## config.mk

```make
export PLATFORM = sky130hd
export DESIGN_NAME = sprite_line_engine
export DESIGN_NICKNAME = d
export VERILOG_FILES = /design/src/rtl/sprite_line_engine.sv
export SDC_FILE = /design/constraint.sdc
export NUM_CORES = 2
export LEC_CHECK = 0
export BUFFER_PORTS_ARGS = -buffer_cell sky130_fd_sc_hd__buf_4
export CAP_MARGIN = 20
export CORE_MARGIN = 2
export CORE_UTILIZATION = 55
export DETAILED_ROUTE_END_ITERATION = 10
export PLACE_DENSITY = 0.71
export SETUP_SLACK_MARGIN = 0.02
export SKIP_LAST_GASP = 1
export SYNTH_ARGS = -nofsm -noshare
export SYNTH_HDL_FRONTEND = slang
export SYNTH_SLANG_ARGS = --single-unit
```

## constraint.sdc

```tcl
create_clock -name gpu_clk -period 16 [get_ports gpu_clk]
set_clock_uncertainty 0.05 [all_clocks]
set_input_delay 0 -clock gpu_clk [delete_from_list [all_inputs] [get_ports gpu_clk]]
set_output_delay 0 -clock gpu_clk [all_outputs]
set_load 0.1 [all_outputs]
```

## src/rtl/sprite_line_engine.sv

```systemverilog
// sprite_line_engine: per-line object scan, pattern fetch and draw into a double-buffered line
module sprite_line_engine #(
    parameter int NUM_OBJECTS  = 64,
    parameter int OBJ_SIZE     = 8,
    parameter int MAX_PER_LINE = 16,
    parameter int LINE_WIDTH   = 256,
    parameter int VISIBLE_ROWS = 240,
    localparam int AW = $clog2(NUM_OBJECTS),
    localparam int RW = $clog2(OBJ_SIZE),
    localparam int PW = 5 + RW
) (
    input  logic                  gpu_clk,
    input  logic                  rst,
    input  logic                  line_start_i,
    input  logic [8:0]            row_i,
    input  logic                  swap_i,
    input  logic [8:0]            current_x_i,
    output logic [AW-1:0]         obm_addr_o,
    input  logic [31:0]           obm_data_i,
    output logic [PW-1:0]         pmf_addr_o,
    input  logic [2*OBJ_SIZE-1:0] pmf_data_i,
    output logic [1:0]            r_o,
    output logic [1:0]            g_o,
    output logic [1:0]            b_o,
    output logic                  valid_o,
    output logic                  busy_o,
    output logic                  overflow_o,
    output logic                  late_o
);
    localparam int HW = $clog2(MAX_PER_LINE + 1);
    localparam int KW = (MAX_PER_LINE > 1) ? $clog2(MAX_PER_LINE) : 1;
    localparam int XW = $clog2(LINE_WIDTH);
    localparam int DW = 2 * OBJ_SIZE;
    localparam logic [9:0] LW10 = 10'(LINE_WIDTH);
    localparam logic [8:0] VR9  = 9'(VISIBLE_ROWS);
    localparam logic [8:0] OS9  = 9'(OBJ_SIZE);

    typedef enum logic [2:0] {IDLE, SCAN, FETCH_A, FETCH_B, DRAW} state_t;

    state_t          r_state, w_next;
    logic [8:0]      r_row;
    logic [AW:0]     r_cnt;
    logic [HW-1:0]   r_hits;
    logic [KW-1:0]   r_k;
    logic [RW-1:0]   r_px;
    logic [DW-1:0]   r_pat;
    logic            r_sel, r_ovf, r_late;
    logic [7:0]      r_lx    [MAX_PER_LINE];
    logic [RW-1:0]   r_lrow  [MAX_PER_LINE];
    logic            r_lhf   [MAX_PER_LINE];
    logic [4:0]      r_lpmfa [MAX_PER_LINE];
    logic [2:0]      r_lcol  [MAX_PER_LINE];
    logic [4:0]      r_buf   [2][LINE_WIDTH];

    logic            w_busy, w_hit, w_full, w_push, w_scan_end, w_last_px, w_last_k;
    logic            w_back, w_clr_sel, w_in, w_we, w_unused;
    logic [8:0]      w_dy, w_tgt;
    logic [RW-1:0]   w_prow;
    logic [XW-1:0]   w_tidx;
    logic [1:0]      w_shade;
    logic [DW-1:0]   w_rev;
    logic [4:0]      w_front;

    assign w_busy     = r_state != IDLE;
    assign w_dy       = r_row - {1'b0, obm_data_i[23:16]};
    assign w_hit      = r_state == SCAN && r_cnt != '0 && r_row < VR9 && w_dy < OS9;
    assign w_full     = r_hits == HW'(MAX_PER_LINE);
    assign w_push     = w_hit && !w_full;
    assign w_scan_end = r_cnt == (AW+1)'(NUM_OBJECTS);
    assign w_prow     = obm_data_i[13] ? ~w_dy[RW-1:0] : w_dy[RW-1:0];
    assign w_last_px  = r_px == RW'(OBJ_SIZE - 1);
    assign w_last_k   = HW'(r_k) + HW'(1) == r_hits;
    assign w_shade    = r_pat[DW-1 -: 2];
    assign w_tgt      = {1'b0, r_lx[r_k]} + 9'(r_px);
    assign w_in       = {1'b0, w_tgt} < LW10;
    assign w_tidx     = w_tgt[XW-1:0];
    assign w_back     = ~r_sel;
    // A simultaneous swap makes the current front the buffer that gets rebuilt
    assign w_clr_sel  = swap_i ? r_sel : ~r_sel;
    assign w_we       = r_state == DRAW && !swap_i && !line_start_i && w_in && w_shade != 2'd0
                        && r_buf[w_back][w_tidx][4:3] == 2'd0;
    assign w_front    = ({1'b0, current_x_i} < LW10) ? r_buf[r_sel][current_x_i[XW-1:0]] : 5'd0;
    assign w_unused   = ^{obm_data_i[15], obm_data_i[7:3]};

    assign obm_addr_o = r_cnt[AW-1:0];
    assign pmf_addr_o = {r_lpmfa[r_k], r_lrow[r_k]};
    assign r_o        = w_front[4:3] & {2{w_front[2]}};
    assign g_o        = w_front[4:3] & {2{w_front[1]}};
    assign b_o        = w_front[4:3] & {2{w_front[0]}};
    assign valid_o    = w_front[4:3] != 2'd0;
    assign busy_o     = w_busy;
    assign overflow_o = r_ovf;
    assign late_o     = r_late;

    // Pixel-order reversal of the fetched pattern row for horizontal flip
    always_comb begin
        w_rev = '0;
        for (int j = 0; j < OBJ_SIZE; j++) w_rev[2*j +: 2] = pmf_data_i[2*(OBJ_SIZE-1-j) +: 2];
    end

    // Next state: line start restarts, swap aborts, otherwise scan/fetch/draw sequencing
    always_comb begin
        w_next = r_state;
        if (line_start_i) w_next = SCAN;
        else if (swap_i) w_next = IDLE;
        else begin
            case (r_state)
                SCAN:    if (w_scan_end) w_next = (r_hits != '0 || w_push) ? FETCH_A : IDLE;
                FETCH_A: w_next = FETCH_B;
                FETCH_B: w_next = DRAW;
                DRAW:    if (w_last_px) w_next = w_last_k ? IDLE : FETCH_A;
                default: w_next = IDLE;
            endcase
        end
    end

    // State register
    always_ff @(posedge gpu_clk) begin
        if (rst) r_state <= IDLE;
        else r_state <= w_next;
    end

    // Scan counters, hit list, pattern shifter, buffer select and status flags
    always_ff @(posedge gpu_clk) begin
        if (rst) begin
            r_row  <= '0;
            r_cnt  <= '0;
            r_hits <= '0;
            r_k    <= '0;
            r_px   <= '0;
            r_pat  <= '0;
            r_sel  <= 1'b0;
            r_ovf  <= 1'b0;
            r_late <= 1'b0;
            for (int j = 0; j < MAX_PER_LINE; j++) begin
                r_lx[j]    <= '0;
                r_lrow[j]  <= '0;
                r_lhf[j]   <= 1'b0;
                r_lpmfa[j] <= '0;
                r_lcol[j]  <= '0;
            end
        end else begin
            r_late <= swap_i && w_busy;
            if (swap_i) r_sel <= ~r_sel;
            if (line_start_i) begin
                r_row  <= row_i;
                r_cnt  <= '0;
                r_hits <= '0;
                r_k    <= '0;
                r_ovf  <= 1'b0;
            end else if (!swap_i) begin
                if (r_state == SCAN && !w_scan_end) r_cnt <= r_cnt + 1'b1;
                if (w_push) begin
                    r_lx[r_hits[KW-1:0]]    <= obm_data_i[31:24];
                    r_lrow[r_hits[KW-1:0]]  <= w_prow;
                    r_lhf[r_hits[KW-1:0]]   <= obm_data_i[14];
                    r_lpmfa[r_hits[KW-1:0]] <= obm_data_i[12:8];
                    r_lcol[r_hits[KW-1:0]]  <= obm_data_i[2:0];
                    r_hits                  <= r_hits + 1'b1;
                end
                if (w_hit && w_full) r_ovf <= 1'b1;
                if (r_state == FETCH_B) begin
                    r_pat <= r_lhf[r_k] ? w_rev : pmf_data_i;
                    r_px  <= '0;
                end
                if (r_state == DRAW) begin
                    r_pat <= r_pat << 2;
                    r_px  <= r_px + 1'b1;
                    if (w_last_px && !w_last_k) r_k <= r_k + 1'b1;
                end
            end
        end
    end

    // Line buffers: full clear of the build target on line start, one draw write per cycle
    always_ff @(posedge gpu_clk) begin
        if (rst) begin
            for (int s = 0; s < 2; s++)
                for (int j = 0; j < LINE_WIDTH; j++) r_buf[s][j] <= 5'd0;
        end else if (line_start_i) begin
            for (int j = 0; j < LINE_WIDTH; j++) r_buf[w_clr_sel][j] <= 5'd0;
        end else if (w_we) begin
            r_buf[w_back][w_tidx] <= {w_shade, r_lcol[r_k]};
        end
    end
endmodule
```

# Yosys cells after proc, flatten, opt, wreduce, memory -nomap -nowiden
# Memories as Yosys holds them, arrays and structs flattened. A register that Yosys moved wholly into a read port is not among the register bits.
# Index checks and enable logic that the tools add are counted.
dict set report op_classes {
  add_sub_neg 7
  mul 0
  div 0
  order_cmp 7
  n_eq_ne 12
  shifts 0
  mux 70
  n_bitwise 9
  n_reduce_logical 43
}
# op count
set op_table {}
lappend op_table {{two-way mux 1280 bit} 4}
lappend op_table {{OR reduction 1280 bit} 2}
lappend op_table {{binary-select mux 5 bit (select 8 bit)} 2}
lappend op_table {{two-way mux 4 bit} 15}
lappend op_table {{two-way mux 16 bit} 3}
lappend op_table {{demux 5 bit (select 8 bit)} 1}
lappend op_table {{two-way mux 5 bit} 7}
lappend op_table {{two-way mux 1 bit} 27}
lappend op_table {{two-way mux 3 bit} 7}
lappend op_table {{greater-or-equal comparator 9 bit, second input constant} 2}
lappend op_table {{< comparator 9 bit, second input constant} 2}
lappend op_table {{inverter 8 -> 9 bit} 2}
lappend op_table {{logical AND 1 bit} 14}
lappend op_table {{case mux 3 bit (4 select lines)} 1}
lappend op_table {{AND reduction 2 bit} 5}
lappend op_table {{adder 8 x 3 -> 9 bit} 1}
lappend op_table {{< comparator 9 x 1 -> 1 bit, second input constant} 1}
lappend op_table {{< comparator 9 x 4 -> 1 bit, second input constant} 1}
lappend op_table {{< comparator 9 x 8 -> 1 bit, second input constant} 1}
lappend op_table {{OR reduction 3 bit} 3}
lappend op_table {{subtractor 9 x 8 -> 9 bit} 1}
lappend op_table {{two-way mux 8 bit} 1}
lappend op_table {{inequality test 4 bit, second input constant} 2}
lappend op_table {{OR reduction 8 bit} 1}
lappend op_table {{other kinds (27)} 42}
dict set report word_totals {
  reg_bits 50
  latchBits 0
  mem_bits_rw 2880
  rom_bits 0
  input_bits 70
  out_inout_bits 24
  word_cells 165
  mem_count 6
}
# memory depth width rd rd_ports_with_merged_regs wr line
set memory_table {}
lappend memory_table {r_buf 2 1280 2 1 2 53} ;# logic [4:0] r_buf [2][LINE_WIDTH];
lappend memory_table {r_lx 16 8 1 1 16 48} ;# logic [7:0] r_lx [MAX_PER_LINE];
lappend memory_table {r_lpmfa 16 5 1 1 16 51} ;# logic [4:0] r_lpmfa [MAX_PER_LINE];
lappend memory_table {r_lcol 16 3 1 1 16 52} ;# logic [2:0] r_lcol [MAX_PER_LINE];
lappend memory_table {r_lrow 16 3 1 1 16 49} ;# logic [RW-1:0] r_lrow [MAX_PER_LINE];
lappend memory_table {r_lhf 16 1 1 1 16 50} ;# logic r_lhf [MAX_PER_LINE];

# Logic depth before layout (Yosys ltp)
dict set report logic_depth {
  depth_word 13
  depth_mapped 29
  mapped_depth_nobuf 16
}

# Least setup slack after synthesis
# Ideal clock, no wire load.
dict set report synth_timing {
  path_type {register to register}
  from {register (tool-made name)}
  to {memory r_buf[1][1003] in the netlist's numbering (data pin)}
  setup_time_ns 0.868
  arrival_time_ns 10.141
  required_ns 15.082
  setup_slack_ns 4.941
  path_stages_with_launch 24
  n_path_buf 11
  synth_period_minus_slack_ns 11.059
  cell_sequence {dfxtp_1 buf_2 buf_4 buf_4 buf_2 clkbuf_1 buf_1 mux4_2 mux4_2 ha_1 inv_1 fa_1 buf_2 buf_1 buf_1 clkbuf_1 mux4_2 mux4_2 a211o_1 a211oi_1 a311oi_2 nor3_2 clkbuf_1 and2_1}
}
# element line
set synth_rtl {}
lappend synth_rtl {{end, declared} 53}

==> results.json <==
{
  "status": "finished clean",
  "core_area_mm2": 0.238,
  "drt_iter0_drc": 11900,
  "vdd_drop_max_v": 0.0000890,
  "final_common_cell": "edfxtp_1",
  "critPathSlowestCell": "buf_4",
  "fillers": 16800,
  "wl_per_cell_um": 33.1,
  "initial_core_util_pct": 55.4,
  "syn_area_per_cell_um2": 16.5,
  "r2r_slack_ns": 5.37,
  "cp_top_family": "buffers and inverters",
  "vias_per_cell": 6.91,
  "cp-start-kind": "flip-flop",
  "nNetsFinal": 8159,
  "leakage_uw": 0.0530,
  "synth_area_mm2": 0.132,
  "slew_headroom_pct": 12.7,
  "antenna_found_initial": 28,
  "swShare_pct": 23.5,
  "max_freq_mhz": 94.1,
  "hold_viol_final": 0,
  "ant_nets": 0,
  "period_share_pct": 66.4,
  "synth_area_leaders": "edfxtp_1 65%, mux4_2 20%, nor2_1 5.8%",
  "sequentialPowerShare_pct": 50.8,
  "synth_top_area_share_pct": 65.5,
  "syn-num-nets": 8106,
  "via_count": 79400,
  "clkSlewWorstSetupHoldPaths_ns": 0.06,
  "area_growth_syn_to_layout_pct": 11.3,
  "criticalPathCategory": "flip-flop to flip-flop",
  "route.detailed.drc": 0,
  "grt_overflow": 0,
  "die_y_um": 494,
  "net-switching-power_uw": 4230,
  "p_per_area_mw_per_mm2": 123,
  "path_buf_inv": 8,
  "preCtsSetupSlack_ns": 5.58,
  "firstDrtPassIters": 6,
  "cp_cell_sequence": "buf_4 > mux4_2 > mux4_2 > ha_4 > inv_1 > fa_4 > buf_4 > buf_4 > mux4_2 > nor2b_1 > a211oi_1 > o311ai_0 > buf_4 > o21ai_0 > a311oi_2 > nor3_2 > buf_4 > nand3_4 > buf_4 > buf_4 > nor2_1",
  "yosysSeqAreaShare_pct": 66.3,
  "gp_congestion": 0.918,
  "io_pins": 94,
  "fin_crit_ns": 10.63,
  "endpoint_kind": "flip-flop",
  "cp_common_cell": "buf_4",
  "clock-sinks": 2935,
  "grt_max_degree": 160,
  "ys.flop_type": "edfxtp_1",
  "cell_internal_pwr_uw": 13800,
  "htreeDepth": 5,
  "crit_fanout": 56,
  "numCtsBuffers": 314,
  "r2r_end": "r_buf[0][300]",
  "clockBufferDepth": 4,
  "worst-path-stages": 21,
  "die_area_mm2": 0.244,
  "final_cell_mix": "2,880 x edfxtp_1, 2,010 x nor2_1, 1,170 x mux4_2",
  "critical_path_required_ns": 16.58,
  "cts_tree": "yes",
  "yosys_warnings": 0,
  "fin_setup_tns_ns": 0,
  "grt_usage_pct": 31.1,
  "yosys.area.top_type": "edfxtp_1",
  "cts-root-buf": "clkbuf_16",
  "grt_pass1_wl_mm": 549,
  "die-width_um": 494,
  "rows": 179,
  "layout-drive-gt1-share_pct": 23.3,
  "synth_edf_count": 2880,
  "wl_mm": 380,
  "max-cap-violations": 0,
  "async_flop_share_pct": 0,
  "dp_hpwl_mm": 230,
  "port_buffers": 87,
  "setup_slack_ns": 5.37,
  "synth.distinct_cells": 68,
  "grt_setup_unrepaired": "false",
  "tightest_slew_ns": 1.31,
  "hp-class": "input port to flip-flop",
  "setup_viol": 0,
  "clock_latency_ns": 0.97,
  "grt_pass1_vias": 78600,
  "slew_viol_final": 0,
  "synthCells": 8014,
  "endpoint": "r_buf[0][300]",
  "arrival_ns": 11.20,
  "max_stage_delay_ns": 0.94,
  "ys_ff_latch": 2935,
  "reg2regPathDepth": 21,
  "pwr-share-clk_pct": 38.9,
  "combPwrFrac_pct": 10.2
}
## metal layers
layer	global-route usage, %	vias up	part of all wire (%)
met4	14.6	28	5.1
met3	8.08	987	12
met2	48.0	5811	47
met5	0	-	0.076
li1	-	31500	-
met1	41.8	41100	35
## timing repair
item,CTS,global route
buffers inserted,0,0
hold endpoints to repair,396,0
hold buffers,129,0
resized for setup,0,0
## power by group through the flow
| stage | registers, uW | logic [uW] | clock network, uW |
|---|---|---|---|
| 3_5_place_dp | 9300 | 1780 | 0 |
| 4_1_cts | 9150 | 1820 | 7030 |
| 2_1_floorplan | 9200 | 1240 | 0 |
| 6_report | 9150 | 1840 | 7010 |
| 5_1_grt | 9190 | 1910 | 7310 |
| 3_3_place_gp | 9270 | 1750 | 0 |
## flip-flops by register name, summed over array words and instances, names as in the netlist, 3 cells and up, named ones only
signal,flops
r_hits,5
r_k,4
r_lx,128
r_lhf,16
r_buf,2560
r_state,3
r_cnt,7
r_lrow,48
r_lpmfa,80
r_px,3
r_row,9
r_lcol,48
r_pat,16
## synthesized netlist by cell type, types with 10 or more instances
| master | n |
|---|---|
| nand3_1 | 47 |
| o21ai_0 | 17 |
| buf_1 | 129 |
| xnor2_1 | 13 |
| xor2_1 | 14 |
| mux2_2 | 14 |
| ha_1 | 20 |
| nor2_1 | 2058 |
| a21oi_1 | 249 |
| buf_2 | 139 |
| mux2i_1 | 84 |
| mux4_2 | 1170 |
| inv_1 | 25 |
| o311ai_0 | 10 |
| a211oi_1 | 35 |
| o31ai_1 | 10 |
| nand2b_1 | 27 |
| a221oi_1 | 13 |
| buf_4 | 11 |
| dfxtp_1 | 55 |
| nand2_1 | 63 |
| edfxtp_1 | 2880 |
| nor3_1 | 62 |
| and2_1 | 291 |
| a31oi_1 | 69 |
| nor2b_1 | 22 |
| a22oi_1 | 11 |
| o22ai_1 | 12 |
| clkbuf_1 | 359 |
## worst min-delay path by stage
| stage | cells past startpoint | slack, ns | endpoint | start |
|---|---|---|---|---|
| after detailed placement | 3 | 0.19 | r_row[2] | row_i[2] |
| after CTS | 3 | 0.0006 | r_lcol[13][2] | obm_data_i[2] |
| after floorplan | 2 | 0.1 | r_row[0] | row_i[0] |
| after global routing | 3 | 0.009 | r_lcol[3][1] | obm_data_i[1] |
| final | 3 | 0.04 | r_lhf[1] | obm_data_i[14] |
| after global placement | 3 | 0.19 | r_row[2] | row_i[2] |
## area by class of cell
class	count	area, um2	area share (%)
flip-flops and latches	2935	87600	59.6
multi-input cells	4414	42100	28.7
clock buffers	395	8330	5.67
well taps	3167	3960	2.70
repair buffers	376	3430	2.34
clock inverters	152	1340	0.908
inverters	26	97.6	0.0664
diodes	33	82.6	0.0562
## worst reg2reg max path: cells and delay by family (launching register included)
family                   cells  cell delay, ns
flip-flops                   1            0.66
AO/OA/AOI/OAI                4            1.60
AND/OR/NAND/NOR              4            1.03
multiplexers                 3            1.45
buffers and inverters        8            4.53
adder cells (fa/ha/maj)      2            1.00
## per-stage QoR
| step | cell area, um2 | power, uW | util [%] | hold WS (ns) | cells |
|---|---|---|---|---|---|
| after global routing | 147000 | 18400 | 61.6 | 0.00851 | 11500 |
| after CTS | 147000 | 18000 | 61.6 | 0.000592 | 11500 |
| after floorplan | 132000 | 10400 | - | 0.0972 | 8014 |
| after global placement | 136000 | 11000 | 57.0 | 0.187 | 10800 |
| final | 147000 | 18000 | 61.7 | 0.0381 | 11500 |
| after detailed placement | 136000 | 11100 | 57.0 | 0.192 | 10800 |
## kinds of logic after synthesis
group	after synthesis	synth area share, %
AND/OR/NAND/NOR	2624	8.37
XOR/XNOR	27	0.179
flip-flops	2935	66.3
multiplexers	1268	20.7
AO/OA/AOI/OAI	473	2.17
adder cells (fa/ha/maj)	22	0.220
buffers and inverters	665	2.05
Note: power is estimated with default switching activity, not from simulation.
